## config.mk

```make
export PLATFORM = sky130hd
export DESIGN_NAME = machine_seq_ctrl_flat
export DESIGN_NICKNAME = d
export VERILOG_FILES = /design/src/rtl/machine_seq_ctrl_pkg.sv /design/src/rtl/machine_seq_ctrl_if.sv /design/src/rtl/machine_seq_ctrl_seq_bit_counter.sv /design/src/rtl/machine_seq_ctrl.sv /design/src/flat_wrapper.sv
export SDC_FILE = /design/constraint.sdc
export NUM_CORES = 1
export LEC_CHECK = 0
export CORE_MARGIN = 2
export CORE_UTILIZATION = 49
export DETAILED_ROUTE_END_ITERATION = 10
export GPL_TIMING_DRIVEN = 1
export PLACE_DENSITY_LB_ADDON = 0.08
export SYNTH_ARGS = -nofsm -noshare
export SYNTH_HDL_FRONTEND = slang
export SYNTH_HIERARCHICAL = 1
export SYNTH_SLANG_ARGS = --single-unit
export TNS_END_PERCENT = 100
```

## constraint.sdc

```tcl
create_clock -name clk -period 2.79 [get_ports clk]
set_clock_uncertainty 0.05 [all_clocks]
set_input_delay 0.558 -clock clk [delete_from_list [all_inputs] [get_ports clk]]
set_output_delay 0.558 -clock clk [all_outputs]
set_load 0.01 [all_outputs]
```

## src/rtl/machine_seq_ctrl_pkg.sv

```systemverilog
// Shared types and widths for the machine sequence controller.
// The optional f_trace feature is enabled by MACHINE_SEQ_CTRL_TRACE_EN.
package machine_pkg;

  localparam int PAT_W = 16;
  localparam int LEN_W = 5;
  localparam int MS_W  = 3;
  localparam int IDX_W = $clog2(PAT_W);

  typedef enum logic [2:0] {
    ST_IDLE  = 3'd0,
    ST_LOAD  = 3'd1,
    ST_SHIFT = 3'd2,
    ST_DRAIN = 3'd3,
    ST_DONE  = 3'd4
  } state_e;

endpackage

```

## src/rtl/machine_seq_ctrl_if.sv

```systemverilog
// Host-side bus of machine_seq_ctrl: request, status and results.
// f_trace exists only when MACHINE_SEQ_CTRL_TRACE_EN is defined.
interface machine_seq_ctrl_if;
  import machine_pkg::*;

  // start is a request accepted only while the controller is idle (busy=0, done=0);
  // pattern and len are captured on that same edge and ignored afterwards.
  logic              start;
  logic [PAT_W-1:0]  pattern;
  logic [LEN_W-1:0]  len;
  logic              busy;
  logic              done;
  logic [LEN_W-1:0]  f_count;
  logic [MS_W-1:0]   last_state;
`ifdef MACHINE_SEQ_CTRL_TRACE_EN
  logic [PAT_W-1:0]  f_trace;

  modport master (output start, pattern, len,
                  input  busy, done, f_count, last_state, f_trace);
  modport slave  (input  start, pattern, len,
                  output busy, done, f_count, last_state, f_trace);
`else
  modport master (output start, pattern, len,
                  input  busy, done, f_count, last_state);
  modport slave  (input  start, pattern, len,
                  output busy, done, f_count, last_state);
`endif

endinterface

```

## src/rtl/machine_seq_ctrl_seq_bit_counter.sv

```systemverilog
// Bit index for the SHIFT phase, with len clamped to 1..16 at load time.
module seq_bit_counter
  import machine_pkg::*;
(
  input  logic             clk,
  input  logic             rst,
  input  logic             load,
  input  logic [LEN_W-1:0] len,
  input  logic             advance,
  output logic [IDX_W-1:0] idx,
  output logic             last
);

  logic [IDX_W-1:0] len_m1_d;
  logic [IDX_W-1:0] len_m1_q;

  // Stored as len-1 so the full 16-bit run fits a 4-bit compare.
  always_comb begin
    len_m1_d = '0;
    if (len > LEN_W'(PAT_W))
      len_m1_d = IDX_W'(PAT_W - 1);
    else if (len != '0)
      len_m1_d = IDX_W'(len - LEN_W'(1));
  end

  always_ff @(posedge clk or posedge rst) begin
    if (rst) begin
      idx      <= '0;
      len_m1_q <= '0;
    end else if (load) begin
      idx      <= '0;
      len_m1_q <= len_m1_d;
    end else if (advance) begin
      idx <= idx + IDX_W'(1);
    end
  end

  assign last = (idx == len_m1_q);

endmodule

```

## src/rtl/machine_seq_ctrl.sv

```systemverilog
// Sequencer that resets an external 3-bit machine, shifts a bit pattern into it and
// counts its F outputs. Defining MACHINE_SEQ_CTRL_TRACE_EN adds the f_trace record.
module machine_seq_ctrl
  import machine_pkg::*;
(
  input  logic              clk,
  input  logic              rst,
  machine_seq_ctrl_if.slave bus,
  input  logic              f_in,
  input  logic [MS_W-1:0]   s_in,
  output logic              x_out,
  output logic              mach_rst,
  output state_e            dbg_state
);

  state_e           state_q, state_d;
  logic [PAT_W-1:0] pat_q;
  logic [LEN_W-1:0] f_count_q;
  logic [MS_W-1:0]  last_state_q;
  logic [IDX_W-1:0] idx;
  logic             last;
  logic             accept;
  logic             sample;
  logic [IDX_W-1:0] sample_idx;

  assign accept = (state_q == ST_IDLE) && bus.start;

  // F reflects the previous x, so SHIFT cycle 0 has nothing to sample and DRAIN takes the last one.
  assign sample     = ((state_q == ST_SHIFT) && (idx != '0)) || (state_q == ST_DRAIN);
  assign sample_idx = (state_q == ST_SHIFT) ? idx - IDX_W'(1) : idx;

  seq_bit_counter u_cnt (
    .clk     (clk),
    .rst     (rst),
    .load    (accept),
    .len     (bus.len),
    .advance ((state_q == ST_SHIFT) && !last),
    .idx     (idx),
    .last    (last)
  );

  always_ff @(posedge clk or posedge rst) begin
    if (rst) state_q <= ST_IDLE;
    else     state_q <= state_d;
  end

  always_comb begin
    state_d = state_q;
    x_out   = 1'b0;
    case (state_q)
      ST_IDLE:  if (bus.start) state_d = ST_LOAD;
      ST_LOAD:  state_d = ST_SHIFT;
      ST_SHIFT: begin
        x_out = pat_q[idx];
        if (last) state_d = ST_DRAIN;
      end
      ST_DRAIN: state_d = ST_DONE;
      ST_DONE:  state_d = ST_IDLE;
      default:  state_d = ST_IDLE;
    endcase
  end

  // The controlled machine stays in reset whenever the controller does.
  assign mach_rst  = rst || (state_q == ST_LOAD);
  assign bus.busy  = (state_q == ST_LOAD) || (state_q == ST_SHIFT) || (state_q == ST_DRAIN);
  assign bus.done  = (state_q == ST_DONE);
  assign dbg_state = state_q;

  always_ff @(posedge clk or posedge rst) begin
    if (rst) begin
      pat_q        <= '0;
      f_count_q    <= '0;
      last_state_q <= '0;
    end else begin
      if (accept) begin
        pat_q     <= bus.pattern;
        f_count_q <= '0;
      end else if (sample && f_in) begin
        f_count_q <= f_count_q + LEN_W'(1);
      end
      if (state_q == ST_DRAIN) last_state_q <= s_in;
    end
  end

  assign bus.f_count    = f_count_q;
  assign bus.last_state = last_state_q;

`ifdef MACHINE_SEQ_CTRL_TRACE_EN
  logic [PAT_W-1:0] trace_q;

  always_ff @(posedge clk or posedge rst) begin
    if (rst)                  trace_q <= '0;
    else if (accept)          trace_q <= '0;
    else if (sample)          trace_q[sample_idx] <= f_in;
  end

  assign bus.f_trace = trace_q;
`else
  logic unused_sample_idx;
  assign unused_sample_idx = ^sample_idx;
`endif

endmodule

```

## src/flat_wrapper.sv

```systemverilog
// flat-port wrapper written by rule: the top's interface ports become plain ports
module machine_seq_ctrl_flat import machine_pkg::*;
  (clk, rst, f_in, s_in, x_out, mach_rst, dbg_state, bus_start, bus_pattern, bus_len, bus_busy, bus_done, bus_f_count, bus_last_state);
  machine_seq_ctrl_if bus_i ();
  input  logic clk;
  input  logic rst;
  input  logic f_in;
  input  logic [MS_W-1:0] s_in;
  output logic x_out;
  output logic mach_rst;
  output state_e dbg_state;
  input wire logic [$bits(bus_i.start)-1:0] bus_start;
  input wire logic [$bits(bus_i.pattern)-1:0] bus_pattern;
  input wire logic [$bits(bus_i.len)-1:0] bus_len;
  output wire logic [$bits(bus_i.busy)-1:0] bus_busy;
  output wire logic [$bits(bus_i.done)-1:0] bus_done;
  output wire logic [$bits(bus_i.f_count)-1:0] bus_f_count;
  output wire logic [$bits(bus_i.last_state)-1:0] bus_last_state;
  assign bus_i.start = bus_start;
  assign bus_i.pattern = bus_pattern;
  assign bus_i.len = bus_len;
  assign bus_busy = bus_i.busy;
  assign bus_done = bus_i.done;
  assign bus_f_count = bus_i.f_count;
  assign bus_last_state = bus_i.last_state;
  machine_seq_ctrl u_core (.clk(clk), .rst(rst), .bus(bus_i), .f_in(f_in), .s_in(s_in), .x_out(x_out), .mach_rst(mach_rst), .dbg_state(dbg_state));
endmodule
```

==> flow_summary.ini, run 1 <==
[logic_synthesis]
total_standard_cell_area_after_synthesis_um2 = 1785
yosys.area.top_type = sky130_fd_sc_hd__dfrtp_1
synth.area.top_cells = sky130_fd_sc_hd__dfrtp_1 (49%), sky130_fd_sc_hd__nand2_1 (11%), sky130_fd_sc_hd__mux2i_1 (3.9%)
postSynth.asyncResetShare = 1.000
part_of_the_yosys_area_used_for_sequential_elements = 0.4905
number_of_flops_mapped_to_enable_cells_by_yosys = 0
synth_fp_nets = 214
netlist.area_leader.share = 0.4905
synthFlopType = sky130_fd_sc_hd__dfrtp_1
yosys_register_bits = 35
yosys_warnings = 6
post_synth_inst_count = 182
synth_cell_types = 37
synthesis.area_per_instance_um2 = 9.810

[placed_design]
dpl_cell_area_um2 = 2256
io_buffer_count = 42
place_hpwl_mm = 3.006
detailedPlace.worstSlack_ns = 0.3130
place_congestion = 0.8090

[global_routing]
grt_use_total = 0.2158
wire_length_of_the_first_global_routing_pass_mm = 6.782
grt_max_degree = 28
global_route.overflow_total = 0
number_of_antenna_violations_at_the_first_check_in_global_routing = 0
grt_pass1_vias = 1511

[setup_path]
crit_cells = 4
worstPathRequired_ns = 2.18
cp-end-kind = primary output
cp_max_fo = 7
cp_arrival_ns = 1.82
critical_path_buf_inv_count = 1
crit_path_cell_trace = mux4_1 -> o211ai_1 -> a21oi_1 -> dlymetal6s2s_1
critPathSlowestCell = sky130_fd_sc_hd__mux4_1
worstRegToRegCells = 7
critPathMaxStageDelay_ns = 0.58
critPathTopFamily = multiplexers
crit_path_start_kind = register
criticalPathCategory = reg2out

[power]
power-per-cell-area_nw_per_um2 = 990.7
ir_worst_vdd_mv = 0.5781
total_leakage_power_nw = 1.124

[clocking]
tritoncts.num_buffers = 5
cts_hold_repair.buffers = 0
clk_path_buf_depth = 2
worst_setup_hold_path_clk_slew_ns = 0.12
clock_tree_from_tritoncts = yes
clock_sinks = 35
clock_latency_ns = 0.35
cts-htree-levels = 2
cts_root_buffer = sky130_fd_sc_hd__clkbuf_4

[die]
pin_count = 43
overall_die_area_um2 = 4143
die_h_um = 64.37
effective_utilization_at_floorplan = 0.5227
coreArea_um2 = 3416
rows = 21
die_width_um = 64.37

[min_path]
hold_path_class = reg2reg
holdPathStages = 2

[timing]
finalWorstSetupSlack_ns = 0.3602
final_hold_viol_count = 0
timing.max_slew.rel_slack = 0.6593
setup_repair_after_global_routing_missed_its_margin = no
final.min_clock_period_ns = 2.430
finalSetupViolations = 0
timing.final.crit_share = 0.8709
timing.fmax_mhz = 411.6
setup_tns_ns = 0
finalHoldWorstSlack_ns = 0.4380
maxSlewViolCount = 0
tightest_slew_ns = 0.5064

[detailed_routing]
avgViaCountPerCell = 5.167
drcViolationCount = 0
drt_first_pass_iters = 4
vias = 1426
initialDrtViolationCount = 68
routed_wire_length_per_instance_um = 14.50
drt.antenna.violating_nets = 0
wirelength_mm = 4.003

[layout]
postLayoutCellArea_um2 = 2355
final_util = 0.6894
drive_gt1_frac = 0.1217
syn2layout_area_growth_pct = 31.89
antenna_cells = 0
nNetsFinal = 261

[job]
drv.max_cap_violation_count = 0

[outcome]
status = completed
## cell usage after synthesis (2+ instances only)
library cell and instances:
sky130_fd_sc_hd__nor3_1 3, sky130_fd_sc_hd__nand3_1 4, sky130_fd_sc_hd__maj3_2 2, sky130_fd_sc_hd__inv_1 11
sky130_fd_sc_hd__nand2_1 52, sky130_fd_sc_hd__o21ai_1 2, sky130_fd_sc_hd__ha_1 4, sky130_fd_sc_hd__mux4_1 2
sky130_fd_sc_hd__dfrtp_1 35, sky130_fd_sc_hd__xor2_1 8, sky130_fd_sc_hd__clkbuf_1 3, sky130_fd_sc_hd__mux2i_1 7
sky130_fd_sc_hd__buf_2 3, sky130_fd_sc_hd__or3_2 2, sky130_fd_sc_hd__xnor2_1 2, sky130_fd_sc_hd__mux2_2 3
sky130_fd_sc_hd__o211ai_1 2, sky130_fd_sc_hd__o21ai_0 3, sky130_fd_sc_hd__nor2_1 12, sky130_fd_sc_hd__mux2_4 2
sky130_fd_sc_hd__a21oi_1 4
## flip-flops by register name, indices dropped and copies added, names as in the netlist
register,cells
u_core/u_cnt/idx,4
u_core/pat_q,16
u_core/u_cnt/len_m1_q,4
u_core/dbg_state,3
u_core/bus.f_count,5
u_core/bus.last_state,3
## cell type report
| class | count | area [um2] |
|---|---|---|
| clock buffer | 6 | 51.30 |
| tap | 46 | 57.56 |
| sequential | 35 | 878.3 |
| timing repair buffer | 47 | 460.4 |
| fill | 282 | 1061 |
| inverter | 11 | 41.29 |
| multi-input combinational | 129 | 830.8 |
| clock inverter | 2 | 35.03 |
## cells by family after synthesis
kind of cell / after synthesis / synth area share
compound gates: 17 / 0.07008
xor+xnor: 10 / 0.04906
simple gates: 82 / 0.2011
flops: 35 / 0.4905
buf+inv: 18 / 0.04415
mux: 14 / 0.1044
fa+ha+maj: 6 / 0.04064
## metrics by stage
stage | total power [mW] | cells
3_5_place_dp | 1.945 | 267
3_3_place_gp | 1.895 | 267
5_1_grt | 2.516 | 276
2_1_floorplan | 1.575 | 182
6_report | 2.333 | 276
4_1_cts | 2.337 | 275
## worst register-to-register path, delay by kind of cell, from the launching register on
kind,cells,cell delay (ns)
xor+xnor,2,0.32
buf+inv,1,0.18
flops,1,0.49
simple gates,4,0.87
## layout by cell type, fill, tap and decap left out, types with 2 or more instances in the layout
cell type / count
sky130_fd_sc_hd__nor2_1: 12
sky130_fd_sc_hd__buf_4: 5
sky130_fd_sc_hd__mux2_4: 2
sky130_fd_sc_hd__dfrtp_2: 2
sky130_fd_sc_hd__clkbuf_4: 5
sky130_fd_sc_hd__a21oi_1: 4
sky130_fd_sc_hd__dfrtp_1: 33
sky130_fd_sc_hd__xor2_1: 8
sky130_fd_sc_hd__mux2_2: 3
sky130_fd_sc_hd__xnor2_1: 2
sky130_fd_sc_hd__nand2_1: 52
sky130_fd_sc_hd__mux2i_1: 7
sky130_fd_sc_hd__or3_2: 2
sky130_fd_sc_hd__ha_1: 4
sky130_fd_sc_hd__clkdlybuf4s50_1: 41
sky130_fd_sc_hd__o211ai_1: 2
sky130_fd_sc_hd__nand3_1: 4
sky130_fd_sc_hd__inv_1: 11
sky130_fd_sc_hd__maj3_2: 2
sky130_fd_sc_hd__o21ai_0: 3
sky130_fd_sc_hd__mux4_1: 2
sky130_fd_sc_hd__nor3_1: 3
sky130_fd_sc_hd__o21ai_1: 2
## per-layer routing
layer | GRT usage | vias to the layer above | routed length, um
met5 | 0 | - | 0
met4 | 0.06649 | 0 | 50
met3 | 0.05986 | 6 | 192
met2 | 0.3542 | 42 | 1963
met1 | 0.2778 | 681 | 1797
li1 | - | 697 | -
## repair_timing
action / CTS / global route
setup buffers: 0 / 1
endpoints found under the setup margin: 1 / 1
hold endpoints to repair: 0 / 0
gates resized for setup: 1 / 2
gates cloned: 0 / 0
## path summary, 6_finish.rpt
| kind | slack, ns | end | startpoint |
|---|---|---|---|
| max | 0.36 | x_out | u_core/u_cnt/idx[0]$_DFFE_PP0P_ |
| min | 0.44 | u_core/pat_q[2]$_DFFE_PP0P_ | u_core/pat_q[2]$_DFFE_PP0P_ |
| max reg2reg | 0.74 | u_core/u_cnt/idx[2]$_DFFE_PP0P_ | u_core/u_cnt/idx[0]$_DFFE_PP0P_ |
| min reg2reg | 0.44 | u_core/pat_q[2]$_DFFE_PP0P_ | u_core/pat_q[2]$_DFFE_PP0P_ |
| max in group asynchronous | 1.78 | u_core/dbg_state[1]$_DFFE_PP0P_ | rst |
| min in group asynchronous | 0.48 | u_core/u_cnt/idx[0]$_DFFE_PP0P_ | rst |
## where the power goes
part | total, mW | leakage (nW) | switching [mW] | internal [mW]
combinational | 1.00 | 0.641 | 0.474 | 0.531
sequential | 0.941 | 0.434 | 0.217 | 0.725
clock | 0.388 | 0.0482 | 0.176 | 0.212
Note: power is estimated with default switching activity, not from simulation.
==> inputs of run 2 (changes only) <==
Settings changed: SLEW_MARGIN set to 10.
==> results of run 2 <==
The final DEF is identical to that of run 1; final timing and power are the same.
